--- src/rtl/configurable_mock_rng.sv ---
// configurable_mock_rng: multi-mode mock entropy source
// (alternating, pattern, LFSR, user FIFO) with valid/ready output.
module configurable_mock_rng #(
  parameter int                      PATTERN_WIDTH = 16,
  parameter logic [PATTERN_WIDTH-1:0] PATTERN       = 16'b1111110111100101,
  parameter int                      LFSR_WIDTH    = 16,
  parameter logic [LFSR_WIDTH-1:0]   LFSR_TAPS     = 16'hB400,
  parameter logic [LFSR_WIDTH-1:0]   LFSR_SEED     = 16'h0001,
  parameter int                      FIFO_DEPTH    = 8
) (
  input  logic                        clk,
  input  logic                        rst,
  input  logic [1:0]                  mode,
  input  logic                        user_valid,
  input  logic                        user_bit,
  output logic                        user_ready,
  input  logic                        entropy_ready,
  output logic                        entropy_valid,
  output logic                        entropy_bit,
  output logic [$clog2(FIFO_DEPTH):0] fifo_level,
  output logic                        overflow
);

  localparam int IW = $clog2(PATTERN_WIDTH);
  localparam int PW = $clog2(FIFO_DEPTH);
  localparam int LW = PW + 1;

  // An all-zero seed would lock the LFSR, so it is replaced by 1.
  localparam logic [LFSR_WIDTH-1:0] SEED =
    (LFSR_SEED == '0) ? LFSR_WIDTH'(1) : LFSR_SEED;
  localparam logic [IW-1:0] IDX_LAST = IW'(PATTERN_WIDTH - 1);
  localparam logic [LW-1:0] LVL_FULL = LW'(FIFO_DEPTH);

  logic                  toggle;
  logic [IW-1:0]         idx;
  logic [LFSR_WIDTH-1:0] lfsr;
  logic [FIFO_DEPTH-1:0] mem;
  logic [PW-1:0]         rd_ptr;
  logic [PW-1:0]         wr_ptr;
  logic [LW-1:0]         level;

  logic empty;
  logic full;
  logic consume;
  logic push;
  logic pop;
  logic fb;

  assign empty      = (level == '0);
  assign full       = (level == LVL_FULL);
  assign user_ready = !full;
  assign fifo_level = level;
  assign consume    = entropy_valid && entropy_ready;
  assign push       = user_valid && !full;
  assign pop        = consume && (mode == 2'd3);
  assign fb         = ^(lfsr & LFSR_TAPS);

  // Output mux: selected generator's current state, no registering of mode.
  always_comb begin
    entropy_valid = 1'b1;
    entropy_bit   = 1'b0;
    unique case (mode)
      2'd0: entropy_bit = toggle;
      2'd1: entropy_bit = PATTERN[idx];
      2'd2: entropy_bit = lfsr[LFSR_WIDTH-1];
      2'd3: begin
        entropy_valid = !empty;
        entropy_bit   = !empty && mem[rd_ptr];
      end
    endcase
  end

  // Generators: only the selected one steps, once per consume.
  always_ff @(posedge clk or posedge rst) begin
    if (rst) begin
      toggle <= 1'b0;
      idx    <= '0;
      lfsr   <= SEED;
    end else if (consume) begin
      unique case (mode)
        2'd0: toggle <= !toggle;
        2'd1: idx    <= (idx == IDX_LAST) ? '0 : idx + 1'b1;
        2'd2: lfsr   <= {lfsr[LFSR_WIDTH-2:0], fb};
        2'd3: ;
      endcase
    end
  end

  // FIFO storage; contents need no reset since level gates visibility.
  always_ff @(posedge clk) begin
    if (push) mem[wr_ptr] <= user_bit;
  end

  // FIFO pointers, occupancy and sticky overflow flag.
  always_ff @(posedge clk or posedge rst) begin
    if (rst) begin
      rd_ptr   <= '0;
      wr_ptr   <= '0;
      level    <= '0;
      overflow <= 1'b0;
    end else begin
      if (push) wr_ptr <= wr_ptr + 1'b1;
      if (pop)  rd_ptr <= rd_ptr + 1'b1;
      unique case ({push, pop})
        2'b10:   level <= level + 1'b1;
        2'b01:   level <= level - 1'b1;
        default: level <= level;
      endcase
      if (user_valid && full) overflow <= 1'b1;
    end
  end

endmodule

--- config.mk ---
export PLATFORM = sky130hd
export DESIGN_NAME = configurable_mock_rng
export DESIGN_NICKNAME = d
export VERILOG_FILES = /design/src/rtl/configurable_mock_rng.sv
export SDC_FILE = /design/constraint.sdc
export NUM_CORES = 1
export LEC_CHECK = 0
export ABC_AREA = 1
export BUFFER_PORTS_ARGS = -buffer_cell sky130_fd_sc_hd__buf_2
export CORE_ASPECT_RATIO = 0.5
export CORE_MARGIN = 8
export CORE_UTILIZATION = 40
export DETAILED_ROUTE_END_ITERATION = 16
export PLACE_DENSITY = 0.57
export REMOVE_ABC_BUFFERS = 1
export SKIP_CTS_REPAIR_TIMING = 1
export SYNTH_ARGS = -nofsm -noshare
export SYNTH_HDL_FRONTEND = slang
export SYNTH_SLANG_ARGS = --single-unit
--- constraint.sdc ---
create_clock -name clk -period 3.2 [get_ports clk]
set_input_delay 0.32 -clock clk [delete_from_list [all_inputs] [get_ports clk]]
set_output_delay 0.32 -clock clk [all_outputs]
set_load 0.1 [all_outputs]
### After elaboration in Yosys (flattened, before gate mapping)

Memory sizes are Yosys's and may differ from the RTL's.
Cells that the tools add are included.

| cells by class | value |
|---|---|
| $add $sub $neg | 5 |
| $lt $le $gt $ge | 4 |
| eq/ne operators | 7 |
| muxes and demuxes | 10 |
| reduce and logical (&&, ||, !) cells | 16 |

Operators with widths:

| cell | number |
|---|---|
| $reduce_xor 16->1 | 1 |
| $add 4x1->4 const B | 2 |
| $bwmux 8 | 1 |
| $eq 4x4->1 const B | 2 |
| $lt 3x4->1 const B | 2 |
| $pmux 4 s2 | 1 |
| $add 3x1->3 const B | 2 |
| $eq 2x2->1 const B | 3 |
| $logic_and 1x1->1 | 6 |
| $reduce_and 2->1 | 3 |
| $lt 4x5->1 const B | 1 |
| $eq 2x1->1 const B | 2 |
| $logic_not 4->1 | 1 |
| $mux 1 | 4 |
| $mux 4 | 1 |
| $pmux 1 s4 | 1 |
| $sub 4x1->4 const B | 1 |
| $bmux 1 s3 | 1 |
| $demux 1 s3 | 1 |
| $ge 3x1->1 const B | 1 |
| $logic_not 1->1 | 3 |
| $logic_not 2->1 | 1 |
| $reduce_bool 2->1 | 1 |

| word-level totals | value |
|---|---|
| flip-flop bits (word level) | 40 |
| bits in read-only memories | 16 |
| bits of input ports | 7 |
| output and inout bits | 8 |
| logic and storage cells | 51 |
| memories | 1 |

Memories:

| memory | depth | bits a word | read ports | clocked after memory_dff | write ports | line | text |
|---|---|---|---|---|---|---|---|
| (no name shown) | 16 | 1 | 1 | 0 | 0 | 64 | `2'd1: entropy_bit = PATTERN[idx];` |

### Logic depth before layout (Yosys ltp)

Gate-level depths: netlist of run 1.

| logic depth | value |
|---|---|
| depth in word-level cells | 7 |
| mapped depth | 13 |
| mapped depth without buffers | 13 |

### Worst setup path before layout of run 1

OpenSTA, ideal clock, no wires.

| path | value |
|---|---|
| kind | register -> output |
| from | reg level[2], in the netlist fifo_level[2] |
| to | out entropy_bit |
| arrival time | 2,992 ps |
| data required time | 2,880 ps |
| path slack | -112 ps |
| cell stages (with the launch flop) | 7 |
| buffers on the path | 0 |
| cell sequence | dfrtp_1 inv_1 nand3_1 nand2_1 inv_1 nand3_1 a21oi_1 |

| between the ends | value |
|---|---|
| longest elaborated chain between the ends | 4 |

Ends and longest elaborated chain:

| element | line | text |
|---|---|---|
| start, declared | 40 | `logic [LW-1:0] level;` |
| start signal, assigned | 105 | `2'b10: level <= level + 1'b1;` |
| start signal, assigned | 106 | `2'b01: level <= level - 1'b1;` |
| start signal, assigned | 107 | `default: level <= level;` |
| $logic_not 4->1 | 49 | `assign empty = (level == '0);` |
| $logic_not 1->1 | 68 | `entropy_bit = !empty && mem[rd_ptr];` |
| $logic_and 1x1->1 | 68 |  |
| $pmux 1 s4 | 62 | `unique case (mode)` |
| end, declared | 19 | `output logic entropy_bit,` |

Every way passes these cells.

### Worst setup path after layout of run 1

| path | value |
|---|---|
| from | reg idx[0] |
| to | out entropy_bit |

| between the ends | value |
|---|---|
| longest elaborated chain between the ends | 3 |

Ends and longest elaborated chain:

| element | line | text |
|---|---|---|
| start, declared | 35 | `logic [IW-1:0] idx;` |
| start signal, assigned | 82 | `2'd1: idx <= (idx == IDX_LAST) ? '0 : idx + 1'b1;` |
| $mem_v2 16x1 | n/a |  |
| $mux 1 (implied by the code) | 64 |  |
| $pmux 1 s4 | 62 |  |

Every way passes these cells. The select of a mux whose other input is x is not followed.

==> flow_summary_export.csv, run 1 <==
group,metric,value,unit
placed_design,place_hpwl,2373,um
setup_path,reg2reg_from,"fifo_level[1]",
power_and_ir_drop,p_per_area,944.5,nW/um2
drt,num_vias,1371,
finish,seq_area,1042,um2
floorplan,dieHeight,65.27,um
yosys,ys_seq_area_share,53.67,%
status,outcome,"finished, final reports clean",
setup_path,worst-path-max-fanout,5,
yosys,syn_avg_cell_area,8.908,um2
setup_path,worst_path_most_repeated_cell,"a21oi_1",
setup_path,path_cells,"inv_1 > ha_1 > or2_0 > a21oi_1 > nor2_1 > a21oi_1 > buf_2",
finish,fillers,462,
clock_network,htreeDepth,2,
timing,min_period,2.293,ns
yosys,syn_area,1942,um2
setup_path,endpoint,"entropy_bit",
clock_network,cts_buffer_depth,2,
finish,finalNonFillerCells,308,
global_routing,grt_remaining_overflow,0,
drt,drt_pass1_iterations,4,
finish,antenna-diode-count,0,
clock_network,clk_latency,0.29,ns
setup_path,startpoint,"idx[0]",
yosys,ys_seq_elements,40,
yosys,yosys_warnings,0,
global_routing,grt_pass1_vias,1396,
setup_path,path_class,"reg -> out",
timing,relSlewSlack,31.74,%
floorplan,start_util,40.48,%
yosys,ys.flop_type,"dfrtp_1",
global_routing,grt_pass1_wl,5802,um
power_and_ir_drop,ir_worst_vdd,382.1,uV
finish,multi_input_area,757.0,um2
global_routing,grt_use_total,9.728,%
yosys,async_flop_share,80.00,%
finish,drive_gt1_share,13.45,%
global_routing,antenna_found_initial,0,
clock_network,cts_num_sinks,40,
setup_path,crit_path_start_kind,"register",
setup_path,arrival,1.97,ns
clock_network,cts.clk_slew.worst_paths,0.09,ns
placed_design,gp_congestion,0.7631,
placed_design,placed_cells,300,
timing,period_share,71.67,%
timing,hold_viol,0,
clock_network,cts_tree,"yes",
timing,skew,0.009154,ns
flow_run,drv_cap,0,
clock_network,numCtsBuffers,5,
yosys,synth.distinct_cells,25,
yosys,ys_top_cells_by_area,"dfrtp_1 (40%), edfxtp_1 (12%), nand2_1 (8.7%), inv_1 (6.6%), ha_1 (5.2%)",
drt,remaining_drc_errors,0,
timing,slew_violations,0,
drt,ant_nets,0,
finish,nets,252,
drt,drt-total-wl,3213,um
timing,hold_ws,0.09547,ns
setup_path,crit_path_top_delay_cell,"buf_2",
floorplan,dieWidth,114.5,um
floorplan,core_area,4797,um2
setup_path,max_stage_delay,0.44,ns
yosys,synth-edff-count,8,
placed_design,io_buffers,14,
floorplan,io_pins,15,
finish,syn_to_final_growth,13.60,%
yosys,yosys.area.top_type_share,39.95,%
timing,rsz0062_at_grt,"false",
timing,worst_slew_pin_slew,1.021,ns
global_routing,grt_max_degree,33,
drt,drtIter0Drc,71,
setup_path,critPathRequiredTime,2.88,ns
power_and_ir_drop,leakagePower,1.094,nW
drt,vias_per_cell,4.451,
hold_path,hold_class,"in -> async",
setup_path,r2r-end,"fifo_level[2]",
timing,max_freq,436.0,MHz
setup_path,r2r_cells,12,
drt,wl_per_cell,10.43,um
floorplan,die_area,7476,um2
yosys,synth_cells,218,
setup_path,r2r_setup_slack,1.18,ns
yosys,synthTopCellsByCount,"nand2_1 (45), inv_1 (34), dfrtp_1 (31), nor2_1 (20)",
yosys,yosys.area.top_type,"dfrtp_1",
power_and_ir_drop,p_total,2.083,mW
timing,setup_violations,0,
floorplan,fp-row-count,18,
yosys,yosysMostFrequentCell,"nand2_1",
clock_network,cts_root_buffer,"clkbuf_8",
setup_path,setup.worst_path.end_class,"output port",
-- layout by cell type (no fill, tap or decap) --
| master | instances |
|---|---|
| nand2_2 | 1 |
| nor3_1 | 2 |
| nor2_4 | 1 |
| nand2_4 | 1 |
| nand4_1 | 3 |
| dfstp_2 | 1 |
| xor2_1 | 8 |
| bufinv_16 | 1 |
| dfrtp_1 | 31 |
| buf_2 | 14 |
| a21oi_1 | 15 |
| o22ai_1 | 1 |
| or2_4 | 1 |
| edfxtp_1 | 8 |
| nor2_1 | 20 |
| inv_4 | 1 |
| o21ai_0 | 11 |
| inv_6 | 1 |
| or2_0 | 1 |
| o21ai_1 | 1 |
| xnor2_1 | 2 |
| buf_4 | 1 |
| nor2_2 | 3 |
| inv_1 | 34 |
| nand2_1 | 45 |
| clkbuf_8 | 5 |
| o21bai_1 | 1 |
| nand3_1 | 15 |
| nand3_2 | 1 |
| ha_1 | 8 |
-- flip-flops by register name (all words and copies together), names as in the netlist --
signal and count:
rd_ptr 3, toggle 1, fifo_level 4, idx 4, wr_ptr 3, overflow 1
lfsr 16, mem 8
-- layer usage --
metal	vias to the layer above	wire length (um)	track usage, %
li1	730	-	-
met2	9	1575	17.31
met4	0	21	4.762
met3	2	99	3.473
met5	-	0	0
met1	630	1516	10.23
-- through the flow --
step                util, %  setup TNS [ns]  setup WS, ns  area, um2
floorplan                 -         -0.1118       -0.1118       1927
global placement      43.61               0         1.215       2092
detailed placement    43.61               0         1.156       2092
CTS                   45.98               0        0.8836       2206
global route          45.98               0        0.7623       2206
finish                45.98               0        0.9066       2206
-- how the worst min path moves through the flow --
stage                   from       endpoint  slack (ns)
global placement         rst       overflow        0.43
floorplan           user_bit         mem[0]        0.42
detailed placement       rst        lfsr[7]        0.43
global route             rst  fifo_level[2]        0.13
CTS                      rst  fifo_level[2]         0.1
finish                   rst  fifo_level[2]         0.1
-- power breakdown --
group	switching [mW]	internal [mW]
logic	0.606	0.226
registers	0.139	0.692
clock network	0.185	0.236
-- critical path: cells and delay by family (launching register included) --
family          cells  cell delay [ns]
compound gates      2             0.28
buf+inv             2             0.53
fa+ha+maj           1             0.19
flops               1             0.42
simple gates        2             0.26
-- layout make-up --
cell class	instances	share of cell area, %
clock buffers	5	3.120
well taps	70	3.970
multi-input cells	141	34.32
flip-flops and latches	40	47.25
clock inverters	3	2.042
repair buffers	15	3.517
inverters	34	5.786
-- kinds of logic after synthesis --
logic type	Yosys count	share of synthesized area, %
adders and majority gates	8	5.155
and+or+nand+nor	94	21.65
xor gates and xnor gates	10	4.511
AOI/OAI and AO/OA	29	7.667
DFF	40	53.67
buffers and inverters	37	7.345
No activity file was read; power rests on OpenSTA's default activity.
==> run 2, diff against run 1 <==
clock period = 2.2 ns   (was 3.2 ns; I/O delays follow)
==> flow_summary_export.csv, run 2 (synthesized netlist as in run 1, its figures left out) <==
group,metric,value,unit
timing,period_share,90.91,%
finish,nets,253,
clock_network,numCtsBuffers,5,
clock_network,clk_latency,0.30,ns
clock_network,cts_tree,"yes",
timing,rsz0062_at_grt,"false",
global_routing,grt_remaining_overflow,0,
power_and_ir_drop,p_per_area,1371,nW/um2
clock_network,htreeDepth,2,
timing,setup_violations,0,
floorplan,core_area,4797,um2
drt,drt-total-wl,3287,um
placed_design,gp_congestion,0.8368,
global_routing,grt_max_degree,33,
finish,syn_to_final_growth,15.66,%
floorplan,dieHeight,65.27,um
setup_path,path_class,"reg -> out",
clock_network,cts_num_sinks,40,
timing,skew,0.01121,ns
clock_network,cts.clk_slew.worst_paths,0.09,ns
drt,num_vias,1385,
clock_network,cts_buffer_depth,2,
status,violations,"negative hold slack",
setup_path,crit_path_start_kind,"register",
status,outcome,"finished with violations",
setup_path,critPathRequiredTime,1.98,ns
timing,worst_slew_pin_slew,0.4922,ns
drt,remaining_drc_errors,0,
power_and_ir_drop,ir_worst_vdd,539.6,uV
placed_design,pre_cts_slack,0.1317,ns
setup_path,arrival,1.78,ns
placed_design,io_buffers,14,
floorplan,die_area,7476,um2
finish,finalNonFillerCells,309,
drt,drt_pass1_iterations,4,
global_routing,grt_pass1_vias,1321,
timing,setup_ws,0.1999,ns
placed_design,place_hpwl,2426,um
floorplan,io_pins,15,
floorplan,fp-row-count,18,
floorplan,start_util,40.48,%
setup_path,worst-path-max-fanout,5,
placed_design,placed_cells,301,
timing,min_period,2.000,ns
finish,final_common_cell,"nand2_1",
drt,vias_per_cell,4.482,
global_routing,grt_use_total,9.851,%
timing,relSlewSlack,67.41,%
global_routing,antenna_found_initial,0,
finish,utilization,46.82,%
finish,drive_gt1_share,15.90,%
timing,hold_viol,12,
global_routing,grt_pass1_wl,5796,um
finish,antenna-diode-count,0,
setup_path,startpoint,"idx[0]",
finish,max_flop_register,"lfsr",
setup_path,reg2reg_from,"fifo_level[3]",
hold_path,hold_class,"in -> async",
finish,largest_reg_flops,16,
timing,hold_ws,-0.006324,ns
power_and_ir_drop,leakagePower,1.099,nW
flow_run,drv_cap,0,
timing,slew_violations,0,
finish,mostFrequentLayoutCells,"nand2_1 (45), inv_1 (34), dfrtp_1 (28), nor2_1 (20), nand3_1 (15)",
floorplan,dieWidth,114.5,um
drt,drtIter0Drc,45,
drt,ant_nets,0,
drt,wl_per_cell,10.64,um
setup_path,setup.worst_path.end_class,"output port",
timing,max_freq,500.0,MHz
clock_network,cts_root_buffer,"clkbuf_8",
finish,largestRegisters,"lfsr (16), mem (8)",
==> run 2: through the flow <==
stage | cell area (um2) | total power, mW | TNS (ns)
detailed placement | 2115 | 2.477 | 0
finish | 2246 | 3.080 | 0
global route | 2246 | 3.307 | 0
global placement | 2115 | 2.443 | 0
CTS | 2231 | 3.104 | 0
floorplan | 1927 | 2.207 | -4.973
==> run 2: final timing paths <==
path,end,slack [ns],cells after the start
worst min-delay path,overflow,-0.006,3
max in group asynchronous,idx[0],1.88,3
worst min register to register,lfsr[0],0.47,2
worst max-delay path,entropy_bit,0.20,7
min in group clk,overflow,0.19,3
worst max register to register,fifo_level[2],0.23,12
==> run 2: cell type report <==
cell class                      instances  area (um2)
Fill cell                             468        2551
Timing Repair Buffer                   16       100.1
Clock buffer                            5       68.82
Clock inverter                          3       47.55
Multi-Input combinational cell        141       768.2
Inverter                               34       127.6
Tap cell                               70       87.58
Sequential cell                        40        1046
==> run 2: worst max-delay path: stages, from the launching register on <==
cell     delay, ns
dfrtp_2       0.41
inv_1         0.08
ha_1          0.18
or2_0         0.21
a21oi_1       0.15
nor2_1        0.07
a21oi_2       0.18
buf_12        0.19
==> run 2: power breakdown <==
group,internal [mW],switching (mW)
logic,0.356,0.891
clock network,0.342,0.270
registers,1.01,0.209
==> run 2: per-layer routing <==
metal	global-route usage, %	routed length (um)	vias to the layer above
met5	0	0	-
met4	5.583	63	0
met3	3.291	92	5
met2	16.36	1494	15
met1	11.12	1637	637
li1	-	-	728
==> run 3, diff against run 2 <==
ABC_AREA = unset   (was 1)
==> flow_summary_export.csv, run 3 <==
group,metric,value,unit
status,outcome,"finished, final reports clean",
timing,rsz0062_at_grt,"false",
setup_path,worst-path-max-fanout,5,
clock_network,cts.clk_slew.worst_paths,0.08,ns
floorplan,io_pins,15,
global_routing,grt_max_degree,33,
floorplan,dieHeight,65.32,um
yosys,synth_compound_area_share,5.531,%
drt,wl_met3,93,um
power_and_ir_drop,ir_worst_vdd,790.2,uV
yosys,ys.flop_type,"dfrtp_1",
yosys,yosysMostFrequentCell,"dfrtp_1",
finish,drive_gt1_share,35.52,%
floorplan,dieWidth,114.6,um
timing,skew,0.006428,ns
timing,setup_violations,0,
timing,max_freq,483.6,MHz
clock_network,cts_tree,"yes",
finish,max_flop_register,"lfsr",
flow_run,drv_cap,0,
timing,slew_violations,0,
drt,wl_met1,1482,um
yosys,synth_top_family_by_area,"simple AND/OR/NAND/NOR gates",
timing,min_period,2.068,ns
clock_network,numCtsBuffers,5,
yosys,synth.distinct_cells,37,
yosys,ys_top_cells_by_area,"dfrtp_1 (40%), edfxtp_1 (12%), mux2_2 (9.8%), ha_1 (5.1%), xnor2_1 (3.6%)",
clock_network,htreeDepth,2,
setup_path,arrival,2.24,ns
finish,syn_to_final_growth,18.59,%
drt,wl_per_cell,12.26,um
yosys,ys_seq_elements,40,
timing,period_share,94.00,%
clock_network,clk_latency,0.28,ns
drt,drtIter0Drc,26,
timing,relSlewSlack,67.63,%
setup_path,r2r-end,"fifo_level[2]",
power_and_ir_drop,leakagePower,1.032,nW
setup_path,startpoint,"fifo_level[0]",
finish,nets,197,
drt,vias_per_cell,4.644,
yosys,synthAdderAreaFrac,5.145,%
placed_design,io_buffers,14,
yosys,synthMuxAreaShare,12.67,%
yosys,yosys.area.top_type,"dfrtp_1",
placed_design,place_hpwl,2226,um
clock_network,cts_num_sinks,40,
timing,hold_viol,0,
power_and_ir_drop,p_total,2.896,mW
clock_network,cts_root_buffer,"clkbuf_8",
floorplan,fp-row-count,18,
drt,drt-total-wl,3102,um
setup_path,r2r_cells,10,
drt,remaining_drc_errors,0,
finish,mostFrequentLayoutCells,"dfrtp_1 (28), mux2_2 (17), buf_2 (13), buf_4 (12), nand2_1 (9)",
yosys,async_flop_share,80.00,%
global_routing,grt_pass1_wl,5526,um
global_routing,grt_pass1_vias,1199,
yosys,yosys.area_share.simple,14.66,%
timing,hold_ws,0.005472,ns
drt,num_vias,1175,
power_and_ir_drop,p_per_area,1255,nW/um2
drt,drt_pass1_iterations,3,
drt,top_layer,"met4",
drt,ant_nets,0,
setup_path,path_class,"reg -> reg",
timing,fin_setup_tns,0,ns
setup_path,r2r_setup_slack,0.13,ns
placed_design,gp_congestion,0.7647,
global_routing,antenna_found_initial,0,
drt,wl_met2,1495,um
yosys,yosys_warnings,0,
yosys,yosys.area.top_type_share,39.87,%
finish,final_area,2307,um2
finish,final_common_cell,"dfrtp_1",
global_routing,grt_remaining_overflow,0,
setup_path,setup.worst_path.end_class,"register",
setup_path,critPathRequiredTime,2.37,ns
finish,largest_reg_flops,16,
yosys,syn_avg_cell_area,12.80,um2
yosys,synth-xor-area-share,6.302,%
floorplan,core_area,4797,um2
finish,largestRegisters,"lfsr (16), mem (8)",
timing,worst_slew_pin_slew,0.4889,ns
setup_path,reg2reg_from,"fifo_level[0]",
yosys,syn_area,1946,um2
floorplan,start_util,40.56,%
placed_design,placed_cell_area,2171,um2
setup_path,crit_path_start_kind,"register",
yosys,synth-edff-count,8,
yosys,synth_cells,152,
floorplan,die_area,7487,um2
hold_path,hold_class,"in -> async",
yosys,synthTopCellsByCount,"dfrtp_1 (31), mux2_2 (17), nand2_1 (9)",
finish,antenna-diode-count,0,
yosys,ys_seq_area_share,53.57,%
clock_network,cts_buffer_depth,2,
global_routing,grt_use_total,9.271,%
## run 3: cell types whose count changed in the layout (fill, tap and decap cells not counted), sizes merged, moves of 9 or more
cell   before  now
a21oi      15    3
buf        16   26
inv        34    7
mux2        0   18
nand2      47    9
nor2       24    4
nand3      16    7
## run 3: worst max-delay path by stage
| stage | slack [ns] | depth (start not counted) | end |
|---|---|---|---|
| 2_1_floorplan | -1.08 | 3 | entropy_bit |
| 3_3_place_gp | 0.15 | 9 | fifo_level[2] |
| 3_5_place_dp | 0.07 | 9 | fifo_level[2] |
| 4_1_cts | 0.01 | 7 | entropy_bit |
| 5_1_grt | 0.002 | 10 | fifo_level[2] |
| 6_report | 0.13 | 10 | fifo_level[2] |
## run 3: layout make-up
type | instances | area (um2)
sequential | 40 | 1046
tap | 70 | 87.58
inverter | 7 | 26.28
timing repair buffer | 26 | 175.2
multi-input combinational | 102 | 872.1
fill | 433 | 2490
clock buffer | 8 | 100.1
## run 3: kinds of logic after synthesis
kind of cell	Yosys count
simple gates	42
xor+xnor	14
flops	40
mux	22
buf+inv	10
fa+ha+maj	8
compound gates	16
## run 3: stage by stage
step           util [%]  cells  worst slack [ns]
2_1_floorplan         -    149            -1.081
3_3_place_gp      45.25    242            0.1470
3_5_place_dp      45.25    242           0.06514
4_1_cts           47.34    250           0.01111
5_1_grt           48.10    253          0.001928
6_report          48.10    253            0.1320
## run 3: critical path, stage by stage, from the launching register on
cell and delay (ns):
dfrtp_2 0.45, nor4b_4 0.39, nor2b_4 0.09, inv_1 0.11, ha_1 0.18, xor2_1 0.07
ha_1 0.19, a21oi_2 0.12, xor2_1 0.16, nor2_1 0.07, xor2_1 0.13
## run 3: routing by layer
metal	GRT usage (%)	up-vias
met1	10.72	566
met4	3.448	0
met3	3.199	2
li1	-	596
met2	15.78	11
met5	0	-
## run 3: power by group
group | total (mW) | leakage [nW] | internal, mW | switching (mW)
registers | 1.16 | 0.479 | 0.938 | 0.226
logic | 1.21 | 0.502 | 0.442 | 0.773
clock network | 0.519 | 0.0515 | 0.286 | 0.233
